**src/rtl/flip_alpha_gen_pkg.sv**
```systemverilog
// Shared field definitions for the Chase flip-position front end: code
// encodings, per-field lengths, primitive polynomials and the alpha-step helper.
package flip_alpha_gen_pkg;

  localparam logic [1:0] CODE_GF6  = 2'b00;
  localparam logic [1:0] CODE_GF8  = 2'b01;
  localparam logic [1:0] CODE_GF10 = 2'b10;

  localparam logic [9:0] N_GF6  = 10'd63;
  localparam logic [9:0] N_GF8  = 10'd255;
  localparam logic [9:0] N_GF10 = 10'd1023;

  localparam logic [10:0] POLY_GF6  = 11'h043;
  localparam logic [10:0] POLY_GF8  = 11'h11D;
  localparam logic [10:0] POLY_GF10 = 11'h409;

  typedef enum logic [1:0] {SCAN, POW, HOLD} state_t;

  function automatic logic [9:0] code_n(input logic [1:0] code);
    case (code)
      CODE_GF6: return N_GF6;
      CODE_GF8: return N_GF8;
      default:  return N_GF10;
    endcase
  endfunction

  // One LFSR step: x * alpha reduced by the selected primitive polynomial.
  function automatic logic [9:0] gf_mul_alpha(input logic [1:0] code, input logic [9:0] x);
    logic [10:0] s;
    s = {x, 1'b0};
    case (code)
      CODE_GF6: begin
        if (s[6]) s = s ^ POLY_GF6;
        s = s & 11'h03F;
      end
      CODE_GF8: begin
        if (s[8]) s = s ^ POLY_GF8;
        s = s & 11'h0FF;
      end
      default: begin
        if (s[10]) s = s ^ POLY_GF10;
        s = s & 11'h3FF;
      end
    endcase
    return s[9:0];
  endfunction

endpackage

```
**src/rtl/gf_mult.sv**
```systemverilog
// Combinational GF(2^m) multiplier over the field selected by code (Horner form).
module gf_mult
  import flip_alpha_gen_pkg::*;
(
  input  logic [1:0] code,
  input  logic [9:0] a,
  input  logic [9:0] b,
  output logic [9:0] p
);

  logic [9:0] acc;

  always_comb begin
    acc = '0;
    for (int i = 9; i >= 0; i--) begin
      acc = gf_mul_alpha(code, acc);
      if (b[i]) acc = acc ^ a;
    end
    p = acc;
  end

endmodule

```
**src/rtl/flip_alpha_gen.sv**
```systemverilog
// Scans a codeword's reliabilities for the two weakest positions and produces
// alpha^(m*pos) for m = 1,3,5,7 for each, held until the consumer releases it.
module flip_alpha_gen
  import flip_alpha_gen_pkg::*;
(
  input  logic       i_clk,
  input  logic       i_rst_n,
  input  logic [1:0] i_code,
  input  logic       i_in_valid,
  input  logic [6:0] i_in_rel,
  input  logic       i_in_last,
  output logic       o_in_ready,
  input  logic       i_release,
  output logic [9:0] o_pos1,
  output logic [9:0] o_pos2,
  output logic [9:0] o_flip_alpha_S1_1,
  output logic [9:0] o_flip_alpha_S3_1,
  output logic [9:0] o_flip_alpha_S5_1,
  output logic [9:0] o_flip_alpha_S7_1,
  output logic [9:0] o_flip_alpha_S1_2,
  output logic [9:0] o_flip_alpha_S3_2,
  output logic [9:0] o_flip_alpha_S5_2,
  output logic [9:0] o_flip_alpha_S7_2,
  output logic       o_flip_alpha_valid
);

  state_t     state;
  logic [1:0] code_q, step, hold_cnt;
  logic       rel_pend;
  logic [9:0] k, a_run;
  logic [7:0] min1, min2;
  logic [9:0] idx1, idx2, alpha1, alpha2, x2_1, x2_2;

  logic       first, accept, frame_end;
  logic [1:0] cur_code;
  logic [9:0] cur_a, cur_idx1, cur_alpha1;
  logic [7:0] cur_min1, cur_min2, rel_ext;
  logic [9:0] ma1, mb1, mp1, ma2, mb2, mp2;

  // The first sample of a frame sees freshly cleared minima and a_run = 1.
  assign first      = (k == 10'd0);
  assign cur_code   = first ? i_code : code_q;
  assign cur_a      = first ? 10'd1 : a_run;
  assign cur_min1   = first ? 8'h80 : min1;
  assign cur_min2   = first ? 8'h80 : min2;
  assign cur_idx1   = first ? 10'd0 : idx1;
  assign cur_alpha1 = first ? 10'd0 : alpha1;
  assign rel_ext    = {1'b0, i_in_rel};
  assign o_in_ready = (state == SCAN);
  assign accept     = i_in_valid && o_in_ready;
  assign frame_end  = i_in_last || (k == code_n(cur_code) - 10'd1);

  // Operand routing for the x2, x3, x5, x7 power chain.
  always_comb begin
    ma1 = alpha1; mb1 = alpha1;
    ma2 = alpha2; mb2 = alpha2;
    case (step)
      2'd1: begin ma1 = x2_1; ma2 = x2_2; end
      2'd2: begin
        ma1 = o_flip_alpha_S3_1; mb1 = x2_1;
        ma2 = o_flip_alpha_S3_2; mb2 = x2_2;
      end
      2'd3: begin
        ma1 = o_flip_alpha_S5_1; mb1 = x2_1;
        ma2 = o_flip_alpha_S5_2; mb2 = x2_2;
      end
      default: ;
    endcase
  end

  gf_mult u_mult1 (.code(code_q), .a(ma1), .b(mb1), .p(mp1));
  gf_mult u_mult2 (.code(code_q), .a(ma2), .b(mb2), .p(mp2));

  always_ff @(posedge i_clk) begin
    if (!i_rst_n) begin
      state <= SCAN; code_q <= CODE_GF6; step <= '0; hold_cnt <= '0; rel_pend <= 1'b0;
      k <= '0; a_run <= '0; min1 <= 8'h80; min2 <= 8'h80;
      idx1 <= '0; idx2 <= '0; alpha1 <= '0; alpha2 <= '0; x2_1 <= '0; x2_2 <= '0;
      o_pos1 <= '0; o_pos2 <= '0; o_flip_alpha_valid <= 1'b0;
      o_flip_alpha_S1_1 <= '0; o_flip_alpha_S3_1 <= '0;
      o_flip_alpha_S5_1 <= '0; o_flip_alpha_S7_1 <= '0;
      o_flip_alpha_S1_2 <= '0; o_flip_alpha_S3_2 <= '0;
      o_flip_alpha_S5_2 <= '0; o_flip_alpha_S7_2 <= '0;
    end else begin
      case (state)
        SCAN: if (accept) begin
          code_q <= cur_code;
          min1   <= cur_min1;
          min2   <= cur_min2;
          if (rel_ext < cur_min1) begin
            min2 <= cur_min1; idx2 <= cur_idx1; alpha2 <= cur_alpha1;
            min1 <= rel_ext;  idx1 <= k;        alpha1 <= cur_a;
          end else if (rel_ext < cur_min2) begin
            min2 <= rel_ext;  idx2 <= k;        alpha2 <= cur_a;
          end
          a_run <= gf_mul_alpha(cur_code, cur_a);
          if (frame_end) begin
            k <= '0; step <= '0; state <= POW;
          end else begin
            k <= k + 10'd1;
          end
        end
        POW: begin
          step <= step + 2'd1;
          case (step)
            2'd0: begin
              x2_1 <= mp1; x2_2 <= mp2; o_pos1 <= idx1; o_pos2 <= idx2;
              o_flip_alpha_S1_1 <= alpha1; o_flip_alpha_S1_2 <= alpha2;
            end
            2'd1: begin o_flip_alpha_S3_1 <= mp1; o_flip_alpha_S3_2 <= mp2; end
            2'd2: begin o_flip_alpha_S5_1 <= mp1; o_flip_alpha_S5_2 <= mp2; end
            default: begin
              o_flip_alpha_S7_1 <= mp1; o_flip_alpha_S7_2 <= mp2;
              o_flip_alpha_valid <= 1'b1; hold_cnt <= '0; rel_pend <= 1'b0;
              state <= HOLD;
            end
          endcase
        end
        HOLD: begin
          // A release arriving before the minimum hold time is remembered, not lost.
          if (hold_cnt != 2'd3) begin
            hold_cnt <= hold_cnt + 2'd1;
            if (i_release) rel_pend <= 1'b1;
          end else if (i_release || rel_pend) begin
            o_flip_alpha_valid <= 1'b0;
            state <= SCAN;
          end
        end
        default: state <= SCAN;
      endcase
    end
  end

endmodule

```
**config.mk**
```make
export PLATFORM = sky130hd
export DESIGN_NAME = flip_alpha_gen
export DESIGN_NICKNAME = d
export VERILOG_FILES = /design/src/rtl/flip_alpha_gen_pkg.sv /design/src/rtl/gf_mult.sv /design/src/rtl/flip_alpha_gen.sv
export SDC_FILE = /design/constraint.sdc
export NUM_CORES = 1
export LEC_CHECK = 0
export ABC_AREA = 1
export CORE_MARGIN = 2
export CORE_UTILIZATION = 37
export DETAILED_ROUTE_END_ITERATION = 10
export SYNTH_ARGS = -nofsm -noshare
export SYNTH_HDL_FRONTEND = slang
export SYNTH_HIERARCHICAL = 1
export SYNTH_SLANG_ARGS = --single-unit
```
**constraint.sdc**
```tcl
create_clock -name i_clk -period 3.6 [get_ports i_clk]
set_clock_uncertainty 0.15 [all_clocks]
set_input_delay 0.54 -clock i_clk [delete_from_list [all_inputs] [get_ports i_clk]]
set_output_delay 0.54 -clock i_clk [all_outputs]
set_load 0.05 [all_outputs]
```
==> results.txt <==
----------------------------------------------------
[Final layout]
  Layout cells sized above 1 ... 28.68%
  Nets@finish ... 2851
  Total inserted antenna cells ... 0
  Footprint of the multi-input gates ... 11300 um2
  Non-filler instance count after layout ... 3363
  Area taken by flip-flops and latches ... 4131 um2
  Number of fillers in the final layout ... 3945
  Area Growth Syn to Fin ... 42.18%

[Floorplanning]
  Starting density of the core ... 37.38%
  Ports placed on the boundary ... 116
  Area of the core ... 40740 um2
  Die X-Extent ... 206.9 um
  DIE AREA ... 42800 um2
  Chip height ... 206.9 um
  Std-Cell Rows ... 74

[Setup path]
  Cell with the biggest individual delay on the critical path ... sky130_fd_sc_hd__dfxtp_4
  Reg2reg start ... step[1]
  Setup slack of the worst register-to-register path ... -470 ps
  Endpoint of the lowest-slack register-to-register path ... o_flip_alpha_S3_2[3]
  Reg2Reg Depth ... 32
  Critical path data arrival time ... 4410 ps
  Required time at the endpoint of the critical path ... 3940 ps
  Type of the worst setup path ... flop to flop
  Setup crit end ... o_flip_alpha_S3_2[3]
  Delay of the slowest cell on the worst path ... 400 ps
  Cell with the most instances on the worst path ... sky130_fd_sc_hd__nand2_2
  Critical path launch point ... step[1]
  Critical path capture point type ... flop
  Crit path launch type ... flop
  Crit Path Max Fanout ... 9

[GRT]
  Via count of the first global-routing pass ... 16090
  GR met1 Demand/Resource ... 32.43%
  Fraction of met3 tracks used by global routing ... 3.611%
  Global-route wire length before repair ... 83.25 mm
  Overall fraction of global-route tracks in use ... 24.21%
  Global route hottest layer ... met2
  Total congestion overflow ... 0
  Initial antenna violation count ... 0
  Maximum number of pins on one net before global-route repair ... 83
  GRT met2 Usage ... 40.31%

[Routing]
  First drt pass iteration count ... 5
  Post-detailed-routing wire length ... 54.35 mm
  Post-detailed-route count of antenna-violating nets ... 0
  Remaining DRCs ... 0
  Number of vias per cell ... 5.200
  Total via count after detailed routing ... 17490
  Number of DRC markers after the initial detailed-route iteration ... 1500
  Per-cell routed wire length ... 16.16 um

[Clock tree]
  Clock Pin Slew Worst Setup and Hold Paths ... 60 ps
  Clock buffer depth ... 3
  Depth of the CTS H-tree ... 1
  Cts bufs inserted ... 25
  Clock sink count ... 206
  Root buf cell ... sky130_fd_sc_hd__clkbuf_16
  Insertion delay of the later-clocked pin in the worst-skew pair ... 560 ps
  Cts-stage hold buffer count ... 0
  TritonCTS clock tree ... built

[Synthesis]
  Adder-cell share of the synthesized area ... 1.725%
  Main combinational cell family by area after synthesis ... simple AND/OR/NAND/NOR gates
  Multiplexer area fraction after synthesis ... 0%
  Share of flip-flops with an asynchronous set or reset after synthesis ... 0%
  Post-Synthesis Cells ... 2555
  Number of synthesized flops with an enable pin ... 0
  Count of warnings emitted by yosys ... 6
  Yosys reg bits ... 206
  Leading cell types by count after synthesis ... 824 x sky130_fd_sc_hd__nand2_1, 313 x sky130_fd_sc_hd__inv_1, 244 x sky130_fd_sc_hd__nand3_1
  Avg Inst Size Synth ... 5.960 um2
  Share of synthesized cell area in and, or, nand and nor gates ... 39.76%
  Top area cells in the synthesized netlist ... sky130_fd_sc_hd__dfxtp_1 27%, sky130_fd_sc_hd__nand2_1 20%, sky130_fd_sc_hd__nand3_1 8.0%
  Xor-xnor portion of the synthesized cell area ... 5.341%
  Post-synthesis cell type count ... 48
  Compound-cell area share of the yosys netlist ... 13.33%
  Most repeated cell in the gate-level netlist after synthesis ... sky130_fd_sc_hd__nand2_1
  Post-synth top flop ... sky130_fd_sc_hd__dfxtp_1
  Mapped cell area ... 15230 um2
  Cell type contributing the most total cell area after synthesis ... sky130_fd_sc_hd__dfxtp_1
  Post-Syn Nets ... 2590
  Share of the synthesized area in the top cell type ... 27.08%
  Sequential share of the synthesized area ... 27.08%

[Power and ir drop]
  Worst-case vdd ir drop ... 0.2763 mV
  P_leak ... 10.02 nW
  Areal power density over the cells ... 383.6 nW/um2
  Overall power of the completed layout ... 8.305 mW

[Timing]
  Post-layout minimum cycle time ... 4074 ps
  Maximum operating frequency ... 245.5 MHz
  Final setup TNS ... -30180 ps
  Final worst setup slack ... -473.7 ps
  Slew @ Worst Pin ... 1152 ps
  Final count of pins violating max slew ... 0
  Number of hold-slack violations in the final timing report ... 0
  RSZ-0062 raised after global routing ... yes
  Post-route fraction of the period consumed by the critical path ... 113.2%
  Final-layout worst hold slack ... 308.7 ps
  Max-Slew Margin vs Limit ... 22.40%
  Final number of setup-violating endpoints ... 80

[Min path]
  Path class of the lowest-slack min-delay path ... flop to flop

[Placed design]
  Hpwl dp ... 37.97 mm
  Number of buffer cells added on primary ports ... 115
  Final weighted congestion in routability-driven placement ... 0.9180
  Worst slack after detailed placement ... -820.0 ps
  Placed cells ... 3274

[Status]
  Result of the run ... finished with violations
  Violations in the final reports ... setup timing

[Flow run]
  Number of max-cap violations ... 0

----------------------------------------------------
-- cell families after synthesis --
kind of cell | after synthesis
AO/OA/AOI/OAI | 377
XOR/XNOR | 86
adder cells (fa/ha/maj) | 21
buffers and inverters | 481
flip-flops | 206
AND/OR/NAND/NOR | 1384
-- registers in the layout (all words and copies together), names as in the netlist, 8 cells and up --
register           cells
a_run                 10
alpha1                10
alpha2                10
idx1                  10
idx2                  10
k                     10
o_flip_alpha_S1_1     10
o_flip_alpha_S1_2     10
o_flip_alpha_S3_1     10
o_flip_alpha_S3_2     10
o_flip_alpha_S5_1     10
o_flip_alpha_S5_2     10
o_flip_alpha_S7_1     10
o_flip_alpha_S7_2     10
o_pos1                10
o_pos2                10
x2_1                  10
x2_2                  10
min1                   8
min2                   8
-- cell type report --
type / instances / area share [%]
Timing Repair Buffer: 381 / 16.17
Clock buffer: 35 / 3.155
Sequential cell: 206 / 19.08
Tap cell: 532 / 3.074
Multi-Input combinational cell: 1868 / 52.21
Clock inverter: 7 / 0.3756
Inverter: 334 / 5.929
-- report_power, final --
part / total (mW) / internal, mW / switching (mW)
Combinational: 3.43 / 1.25 / 2.18
Clock: 2.41 / 1.40 / 1.02
Sequential: 2.46 / 2.38 / 0.0773
-- metal layers --
metal  vias to the layer above  part of all wire [%]  wire (um)
met3                       130                   6.2       3382
met5                         -                     0          0
met4                         0                   3.0       1657
met2                       587                    47      25440
met1                      8168                    44      23870
li1                       8603                     -          -
-- stage by stage --
step / util [%] / instance area, um2
final: 53.15 / 21650
after global routing: 53.15 / 21650
after CTS: 49.61 / 20210
after detailed placement: 44.45 / 18110
after global placement: 44.45 / 18110
after floorplan: - / 15250
-- worst min path at each step --
stage / from / to / slack [ps] / cells past startpoint
after floorplan: hold_cnt[0] / hold_cnt[0] / 280 / 1
after global placement: hold_cnt[0] / hold_cnt[0] / 290 / 1
after detailed placement: o_pos2[3] / o_pos2[3] / 300 / 2
after CTS: o_pos2[3] / o_pos2[3] / 310 / 2
after global routing: o_pos2[6] / o_pos2[6] / 330 / 2
final: o_pos2[3] / o_pos2[3] / 310 / 2
-- critical path, delay by kind of cell (launching register included) --
kind	cells	cell delay, ps
xor+xnor	2	300
buf+inv	8	910
simple gates	17	1510
fa+ha+maj	1	180
flops	1	400
compound gates	4	540
-- timing repair --
action	4_1_cts	5_1_grt
pin swaps	108	154
setup endpoints to repair	80	99
resized for setup	271	339
setup buffers	26	20
cloned	5	3
-- placed cells by master (no fill, tap or decap), types with 14 or more instances in the layout --
master and n:
sky130_fd_sc_hd__nand2_1 640, sky130_fd_sc_hd__inv_1 286, sky130_fd_sc_hd__buf_4 210, sky130_fd_sc_hd__dfxtp_1 204
sky130_fd_sc_hd__nand3_1 182, sky130_fd_sc_hd__nand2_2 180, sky130_fd_sc_hd__a21oi_1 158, sky130_fd_sc_hd__nor2_1 144
sky130_fd_sc_hd__clkdlybuf4s50_1 114, sky130_fd_sc_hd__o21ai_0 97, sky130_fd_sc_hd__nand3_2 61, sky130_fd_sc_hd__nand2_4 53
sky130_fd_sc_hd__nand4_1 42, sky130_fd_sc_hd__inv_2 39, sky130_fd_sc_hd__buf_6 37, sky130_fd_sc_hd__o21ai_1 34
sky130_fd_sc_hd__xor2_1 29, sky130_fd_sc_hd__clkbuf_16 26, sky130_fd_sc_hd__nand3b_1 24, sky130_fd_sc_hd__xnor2_1 19
sky130_fd_sc_hd__xor2_2 19, sky130_fd_sc_hd__ha_1 17, sky130_fd_sc_hd__nor2_2 16, sky130_fd_sc_hd__nand3_4 16
sky130_fd_sc_hd__a21oi_2 14, sky130_fd_sc_hd__o21ai_2 14
Power figures use the tool's default switching activity.
